## config.mk

```make
export PLATFORM = sky130hd
export DESIGN_NAME = nibble_serial_adder
export DESIGN_NICKNAME = d
export VERILOG_FILES = /design/src/rtl/nsa_pkg.sv /design/src/rtl/workshop.sv /design/src/rtl/nibble_serial_adder.sv
export SDC_FILE = /design/constraint.sdc
export NUM_CORES = 1
export LEC_CHECK = 0
export ABC_AREA = 1
export CAP_MARGIN = 20
export CORE_AREA = 10 10 114 116
export DETAILED_ROUTE_END_ITERATION = 8
export DIE_AREA = 0 0 124 126
export GPL_ROUTABILITY_DRIVEN = 0
export MAX_ROUTING_LAYER = met4
export PLACE_DENSITY = 0.45
export REMOVE_ABC_BUFFERS = 1
export SLEW_MARGIN = 20
export SYNTH_ARGS = -nofsm -noshare
export SYNTH_HDL_FRONTEND = slang
export SYNTH_SLANG_ARGS = --single-unit
```

## constraint.sdc

```tcl
create_clock -name clk -period 4 [get_ports clk]
set_clock_uncertainty 0.2 [all_clocks]
set_input_delay 0.4 -clock clk [delete_from_list [all_inputs] [get_ports clk]]
set_output_delay 0.4 -clock clk [all_outputs]
set_load 0.005 [all_outputs]
```

## src/rtl/nsa_pkg.sv

```systemverilog
// Shared types and constants for the nibble-serial adder.
//   state_t    : control FSM states
//   NIBBLE_W   : width of one add slice
//   cnt_width  : width of the nibble counter for a given nibble count
package nsa_pkg;

    typedef enum logic [1:0] {
        IDLE = 2'd0,
        RUN  = 2'd1,
        DONE = 2'd2
    } state_t;

    localparam int unsigned NIBBLE_W = 4;

    // One spare bit so the counter can hold NIBBLES itself without wrapping.
    function automatic int unsigned cnt_width(input int unsigned nibbles);
        return $clog2(nibbles) + 1;
    endfunction

endpackage

```

## src/rtl/workshop.sv

```systemverilog
// 4-bit ripple-carry adder, purely combinational.
//   a, b   : 4-bit addends
//   cin    : carry in
//   sum_c  : a + b + cin, low 4 bits
//   cout_c : carry out of bit 3
module workshop
    import nsa_pkg::*;
(
    input  logic [NIBBLE_W-1:0] a,
    input  logic [NIBBLE_W-1:0] b,
    input  logic                cin,
    output logic [NIBBLE_W-1:0] sum_c,
    output logic                cout_c
);

    logic [NIBBLE_W:0] c;

    assign c[0] = cin;

    // One full adder per bit, carry rippling upward.
    for (genvar i = 0; i < NIBBLE_W; i++) begin : g_fa
        assign sum_c[i] = a[i] ^ b[i] ^ c[i];
        assign c[i+1]   = (a[i] & b[i]) | (c[i] & (a[i] ^ b[i]));
    end

    assign cout_c = c[NIBBLE_W];

endmodule

```

## src/rtl/nibble_serial_adder.sv

```systemverilog
// Multi-cycle WIDTH-bit adder: one nibble per clock, LS nibble first,
// through a single shared 4-bit ripple-carry adder.
//   clk, rst_n           : clock, async active-low reset
//   in_valid / in_ready  : operand handshake (ready only in IDLE)
//   in_a, in_b, in_cin   : operands and carry-in
//   out_valid / out_ready: result handshake
//   out_sum, out_cout    : A + B + cin as a WIDTH+1-bit unsigned sum
//   busy                 : operation in flight or result waiting
module nibble_serial_adder
    import nsa_pkg::*;
#(
    parameter int unsigned WIDTH = 16
) (
    input  logic             clk,
    input  logic             rst_n,
    input  logic             in_valid,
    output logic             in_ready,
    input  logic [WIDTH-1:0] in_a,
    input  logic [WIDTH-1:0] in_b,
    input  logic             in_cin,
    output logic             out_valid,
    input  logic             out_ready,
    output logic [WIDTH-1:0] out_sum,
    output logic             out_cout,
    output logic             busy
);

    localparam int unsigned NIBBLES = WIDTH / NIBBLE_W;
    localparam int unsigned CNT_W   = cnt_width(NIBBLES);

    if ((WIDTH % NIBBLE_W) != 0 || WIDTH < NIBBLE_W) begin : g_bad_width
        $error("nibble_serial_adder: WIDTH must be a multiple of 4 and >= 4");
    end

    state_t             state, state_nxt;
    logic [WIDTH-1:0]   a_sh, b_sh, sum_sh;
    logic               carry;
    logic [CNT_W-1:0]   cnt;

    logic [NIBBLE_W-1:0] add_sum;
    logic                add_cout;

    logic accept;
    logic last_nibble;

    assign accept      = (state == IDLE) && in_valid;
    assign last_nibble = (cnt == CNT_W'(NIBBLES - 1));

    // Shared nibble adder.
    workshop u_add (
        .a      (a_sh[NIBBLE_W-1:0]),
        .b      (b_sh[NIBBLE_W-1:0]),
        .cin    (carry),
        .sum_c  (add_sum),
        .cout_c (add_cout)
    );

    // State register.
    always_ff @(posedge clk or negedge rst_n) begin
        if (!rst_n) state <= IDLE;
        else        state <= state_nxt;
    end

    // Next-state logic.
    always_comb begin
        state_nxt = state;
        case (state)
            IDLE:    if (in_valid)    state_nxt = RUN;
            RUN:     if (last_nibble) state_nxt = DONE;
            DONE:    if (out_ready)   state_nxt = IDLE;
            default:                  state_nxt = IDLE;
        endcase
    end

    // Output decode; everything here comes straight from registers.
    always_comb begin
        in_ready  = 1'b0;
        out_valid = 1'b0;
        busy      = 1'b0;
        out_sum   = '0;
        out_cout  = 1'b0;
        case (state)
            IDLE: in_ready = 1'b1;
            RUN:  busy     = 1'b1;
            DONE: begin
                busy      = 1'b1;
                out_valid = 1'b1;
                out_sum   = sum_sh;
                out_cout  = carry;
            end
            default: ;
        endcase
    end

    // Datapath: operand/sum shift registers, carry and nibble counter.
    always_ff @(posedge clk or negedge rst_n) begin
        if (!rst_n) begin
            a_sh   <= '0;
            b_sh   <= '0;
            sum_sh <= '0;
            carry  <= 1'b0;
            cnt    <= '0;
        end else if (accept) begin
            a_sh   <= in_a;
            b_sh   <= in_b;
            sum_sh <= '0;
            carry  <= in_cin;
            cnt    <= '0;
        end else if (state == RUN) begin
            a_sh   <= a_sh >> NIBBLE_W;
            b_sh   <= b_sh >> NIBBLE_W;
            // New nibble enters at the top; after NIBBLES steps it lands at bit 0.
            sum_sh <= WIDTH'({add_sum, sum_sh} >> NIBBLE_W);
            carry  <= add_cout;
            cnt    <= cnt + CNT_W'(1);
        end
    end

endmodule
```

### Yosys cells after proc, flatten, opt, wreduce, memory -nomap -nowiden

Cells that the tools add are included.

| operators by class | value |
|---|---|
| mux-type cells | 19 |
| $add $sub $neg | 1 |
| bitwise operators | 20 |
| reduce and logical (&&, ||, !) cells | 5 |
| equality and inequality tests | 6 |

Operators by type and width:

| kind | number |
|---|---|
| two-way mux 16 bit | 7 |
| AND 1 bit | 8 |
| bitwise XOR 1 bit | 8 |
| two-way mux 1 bit | 6 |
| two-way mux 2 bit | 3 |
| two-way mux 3 bit | 2 |
| inequality test 2 bit, second input constant | 3 |
| one-hot mux 2 bit (3 select lines) | 1 |
| OR 1 bit | 4 |
| adder 3 x 1 -> 3 bit, second input constant | 1 |
| equality test 3 x 2 -> 1 bit, second input constant | 1 |
| AND reduction 3 bit | 1 |
| equality test 2 x 1 -> 1 bit, second input constant | 1 |
| equality test 2 bit, second input constant | 1 |
| zero test 2 bit | 1 |
| nonzero test 2 bit | 1 |
| OR reduction 2 bit | 1 |
| logical AND 1 bit | 1 |

| storage, ports and cells | value |
|---|---|
| logic and storage cells | 57 |
| bits in registers | 54 |
| output and inout bits | 20 |

### Depth between registers and ports, before layout

| logic depth | value |
|---|---|
| depth in word-level cells | 11 |
| gate-level depth with buffers | 8 |

### Hierarchy

A second synthesis with hierarchy kept.

| second synthesis, totals | value |
|---|---|
| cells, all modules | 328 |
| area total of the unflattened synthesis | 2771.4 sq um |

By module, submodules not included:

| module | cells each | area an instance (sq um) | instances | sequential area each (sq um) |
|---|---|---|---|---|
| nibble_serial_adder | 314 | 2653.8 | 1 | 1351.3 |
| workshop | 14 | 117.6 | 1 | 0.0 |

### Worst setup path before layout

OpenSTA, ideal clock, no wires.

| path | value |
|---|---|
| path kind | register to register |
| start | register a_sh[0] |
| end | register sum_sh[15] |
| arrival | 2.189 ns |
| slack | 1.546 ns |
| data required time | 3.735 ns |
| stages on the path, launching flop included | 8 |
| cell sequence | dfrtp_1 fa_1 fa_1 fa_1 inv_1 fa_1 nand2_1 o211a_1 |

| on the way | value |
|---|---|
| longest elaborated chain between the ends | 10 |
| elaborated cells on any way between the ends | 11 |
| those cells by class | mux: 2; bitwise: 9 |

RTL lines:

| what | RTL line | text |
|---|---|---|
| from (decl) | nibble_serial_adder.sv:36 | `logic [WIDTH-1:0] a_sh, b_sh, sum_sh;` |
| from (signal assigned) | nibble_serial_adder.sv:104 | `a_sh <= in_a;` |
| from (signal assigned) | nibble_serial_adder.sv:110 | `a_sh <= a_sh >> NIBBLE_W;` |
| bitwise XOR 1 bit | workshop.sv:23 | `assign c[i+1] = (a[i] & b[i]) \| (c[i] & (a[i] ^ b[i]));` |
| AND 1 bit | workshop.sv:23 |  |
| OR 1 bit * | workshop.sv:23 |  |
| AND 1 bit * | workshop.sv:23 |  |
| OR 1 bit * | workshop.sv:23 |  |
| AND 1 bit * | workshop.sv:23 |  |
| OR 1 bit * | workshop.sv:23 |  |
| bitwise XOR 1 bit * | workshop.sv:22 | `assign sum_c[i] = a[i] ^ b[i] ^ c[i];` |
| two-way mux 16 bit * | nibble_serial_adder.sv:109 | `end else if (state == RUN) begin` |
| two-way mux 16 bit * | nibble_serial_adder.sv:103 | `end else if (accept) begin` |
| to (signal assigned) | nibble_serial_adder.sv:113 | `sum_sh <= WIDTH'({add_sum, sum_sh} >> NIBBLE_W);` |
| to (decl) | nibble_serial_adder.sv:36 |  |

Mark *: on every way between the ends. The rest lies on a longest branch, timed or not. The select of a mux whose other input is x is not followed.
A chain may end at the register's enable or synchronous reset.

### Final worst setup path

| path | value |
|---|---|
| start | register state[0] |
| end | output out_cout |

| on the way | value |
|---|---|
| longest elaborated chain between the ends | 2 |

RTL lines:

| what | RTL line | text |
|---|---|---|
| from (decl) | nibble_serial_adder.sv:35 | `state_t state, state_nxt;` |
| from (signal assigned) | nibble_serial_adder.sv:61 | `else state <= state_nxt;` |
| equality test 2 bit | nibble_serial_adder.sv:82 | `case (state)` |
| two-way mux 1 bit | nibble_serial_adder.sv:82 |  |
| to (decl) | nibble_serial_adder.sv:24 | `output logic out_cout,` |

Every way passes these cells.

==> results.toml <==
[status]
status = "finished clean"

[routing]
viasPerCell = 4.25
vias = 2158
drc = 0
first_pass_iters = 4
ant_nets = 0
first_iter_violations = 137
routed_wl_um = 6580
wl_per_cell_um = 12.9

[sta]
drv_slew = 0
timing.hold.ws_ns = 0.309
worst_slew_pin_slew_ns = 0.926
setup_tns_ns = 0
setup_viol = 0
fmax_mhz = 376
timing.slew.headroom_pct = 38.1
fin_crit_ns = 2.66
rsz0062_at_grt = "false"
finalHoldViolations = 0
fin_crit_sh_pct = 66.5

[layout]
multi_input_area_mm2 = 0.00115
stdcell_count = 508
area_growth_syn_to_layout_pct = 26.4
num-nets-final = 413
register_area_mm2 = 0.00135
final_util_pct = 32.4
final.fill_count = 1142
drive_gt1_share_pct = 8.70
diodes = 0

[pwr]
power.density_mw_per_mm2 = 668
finalPower_uw = 2320
ir_worst_vdd_v = 0.000308
leakagePower_uw = 0.00165

[die]
pin_count = 57
core_mm2 = 0.0107
fp.dieArea_mm2 = 0.0156
num_rows = 38
die_h_um = 126
initial_core_util_pct = 25.6
die_w_um = 124

[yosys]
ys_ff_latch = 54
synth_cells = 320
netlist_area_mm2 = 0.00274
netlist_top_cells_count = "nand2_1 (85), dfrtp_1 (54), nor2_1 (50), nand3_1 (35), inv_1 (26)"
yosysSeqAreaShare_pct = 49.2
synth_top_area_cell = "dfrtp_1"
ys_top_cells_by_area = "dfrtp_1 (49%), nand2_1 (12%), a31oi_2 (7.3%), nor2_1 (6.8%), nand3_1 (6.4%)"
ys_warn_count = 0
synth_edf_count = 0
yosysMostFrequentCell = "nand2_1"
async_reset_ff_share_pct = 100
synthFlopType = "dfrtp_1"
avgSynthCellArea_um2 = 8.57
synth.distinct_cells = 19
synth_top_area_share_pct = 49.2

[critical_path]
critPathArrivalTime_ns = 2.06
cp-start-kind = "register"
cp_max_fo = 19
r2r_slack_ns = 1.47
crit_chain = "inv_1, ha_1, nand2_1, inv_1, clkdlybuf4s50_1"
crit_type = "reg -> out"
r2r-start = "a_sh[0]$_DFFE_PN0P_"
rr_endpoint = "sum_sh[15]$_DFFE_PN0P_"
critPathSlowestCell = "ha_1"
crit_required_ns = 3.40
cp-startpoint = "state[0]$_DFFE_PN0P_"
cp-endpoint = "out_cout"
worstSetupEndpointType = "output port"
path_common_cell = "inv_1"
reg2reg_depth = 7
max_stage_delay_ns = 0.55

[cts]
cts_made_buffers = 5
htreeDepth = 2
cts_resized = 0
clk_pin_slew_ns = 0.09
worstSkewPairLatency_ns = 0.30
clock_path_buffers = 2
cts_sinks = 54
postCtsSetupBuffers = 0
cts_tree = "done"
hold_buffers = 1
cts_root_buffer = "clkbuf_8"

[global_route]
grt_first_pass_wirelength_um = 10700
grt_use_total_pct = 8.55
grt_pass1_vias = 2185
overflow = 0
antenna_found_initial = 0
grt_max_degree = 52

[place]
dp_hpwl_um = 4280
place_inst = 499
io_buffers = 56

[flow_run]
cap_viol_max_count = 0

[worst_hold_path]
whs_path_depth = 2
hold_class = "reg -> reg"
hp-start = "a_sh[15]$_DFFE_PN0P_"
[routing by layer]
layer | vias up | track usage [%] | wire length, µm
met5 | - | - | 0
met4 | 0 | 2.24 | 48
met3 | 4 | 2.10 | 428
met2 | 52 | 12.8 | 2870
met1 | 995 | 11.2 | 3230
li1 | 1107 | - | -
[placed cells by master (no fill, tap or decap), types with 4 or more instances in the layout]
master / count
nand2_1: 85
clkdlybuf4s50_1: 55
dfrtp_1: 54
nor2_1: 50
nand3_1: 35
inv_1: 26
o21ai_0: 16
a31oi_2: 16
clkbuf_8: 6
fa_1: 4
ha_1: 4
buf_4: 4
[logic make-up (layout without fill, tap and decap cells)]
logic type,after synthesis,after routing,synth area share [%]
buffers and inverters,49,97,8.94
xor gates and xnor gates,1,1,0.319
and+or+nand+nor,173,173,25.5
DFF,54,54,49.2
AOI/OAI and AO/OA,34,34,10.8
adders and majority gates,9,9,5.20
[final cells by class]
| cell class | instances | share of cell area [%] |
|---|---|---|
| Clock buffer | 7 | 2.49 |
| Clock inverter | 1 | 0.144 |
| Inverter | 28 | 3.03 |
| Multi-Input combinational cell | 217 | 33.2 |
| Sequential cell | 54 | 39.0 |
| Tap cell | 140 | 5.05 |
| Timing Repair Buffer | 61 | 17.2 |
[report_power, final]
group | leakage (µW) | switching [µW] | internal, µW | total, µW
logic | 0.000937 | 617 | 418 | 1040
clock network | 0.0000482 | 178 | 140 | 319
registers | 0.000667 | 156 | 807 | 963
total | 0.00165 | 951 | 1370 | 2320
[worst max-delay path, delay by kind of cell, from the launching register on]
| family | cells | cell delay, ns |
|---|---|---|
| DFF | 1 | 0.41 |
| and+or+nand+nor | 1 | 0.14 |
| adders and majority gates | 1 | 0.55 |
| buffers and inverters | 3 | 0.65 |
[worst min-delay path by stage]
stage,end
after CTS,a_sh[15]$_DFFE_PN0P_
after global placement,sum_sh[2]$_DFFE_PN0P_
after global routing,a_sh[15]$_DFFE_PN0P_
after detailed placement,sum_sh[2]$_DFFE_PN0P_
final,a_sh[15]$_DFFE_PN0P_
after floorplan,a_sh[0]$_DFFE_PN0P_
[stage by stage]
step / setup slack (ns) / cell area (µm²)
2_1_floorplan: 1.52 / 2600
3_3_place_gp: 1.50 / 3370
3_5_place_dp: 1.48 / 3370
4_1_cts: 1.27 / 3470
5_1_grt: 1.13 / 3470
6_report: 1.34 / 3470
[state kept, by name, summed over array words and instances (netlist names)]
register  cells
carry         1
b_sh         16
sum_sh       16
state         2
a_sh         16
cnt           3
(Power assumes the default switching activity.)
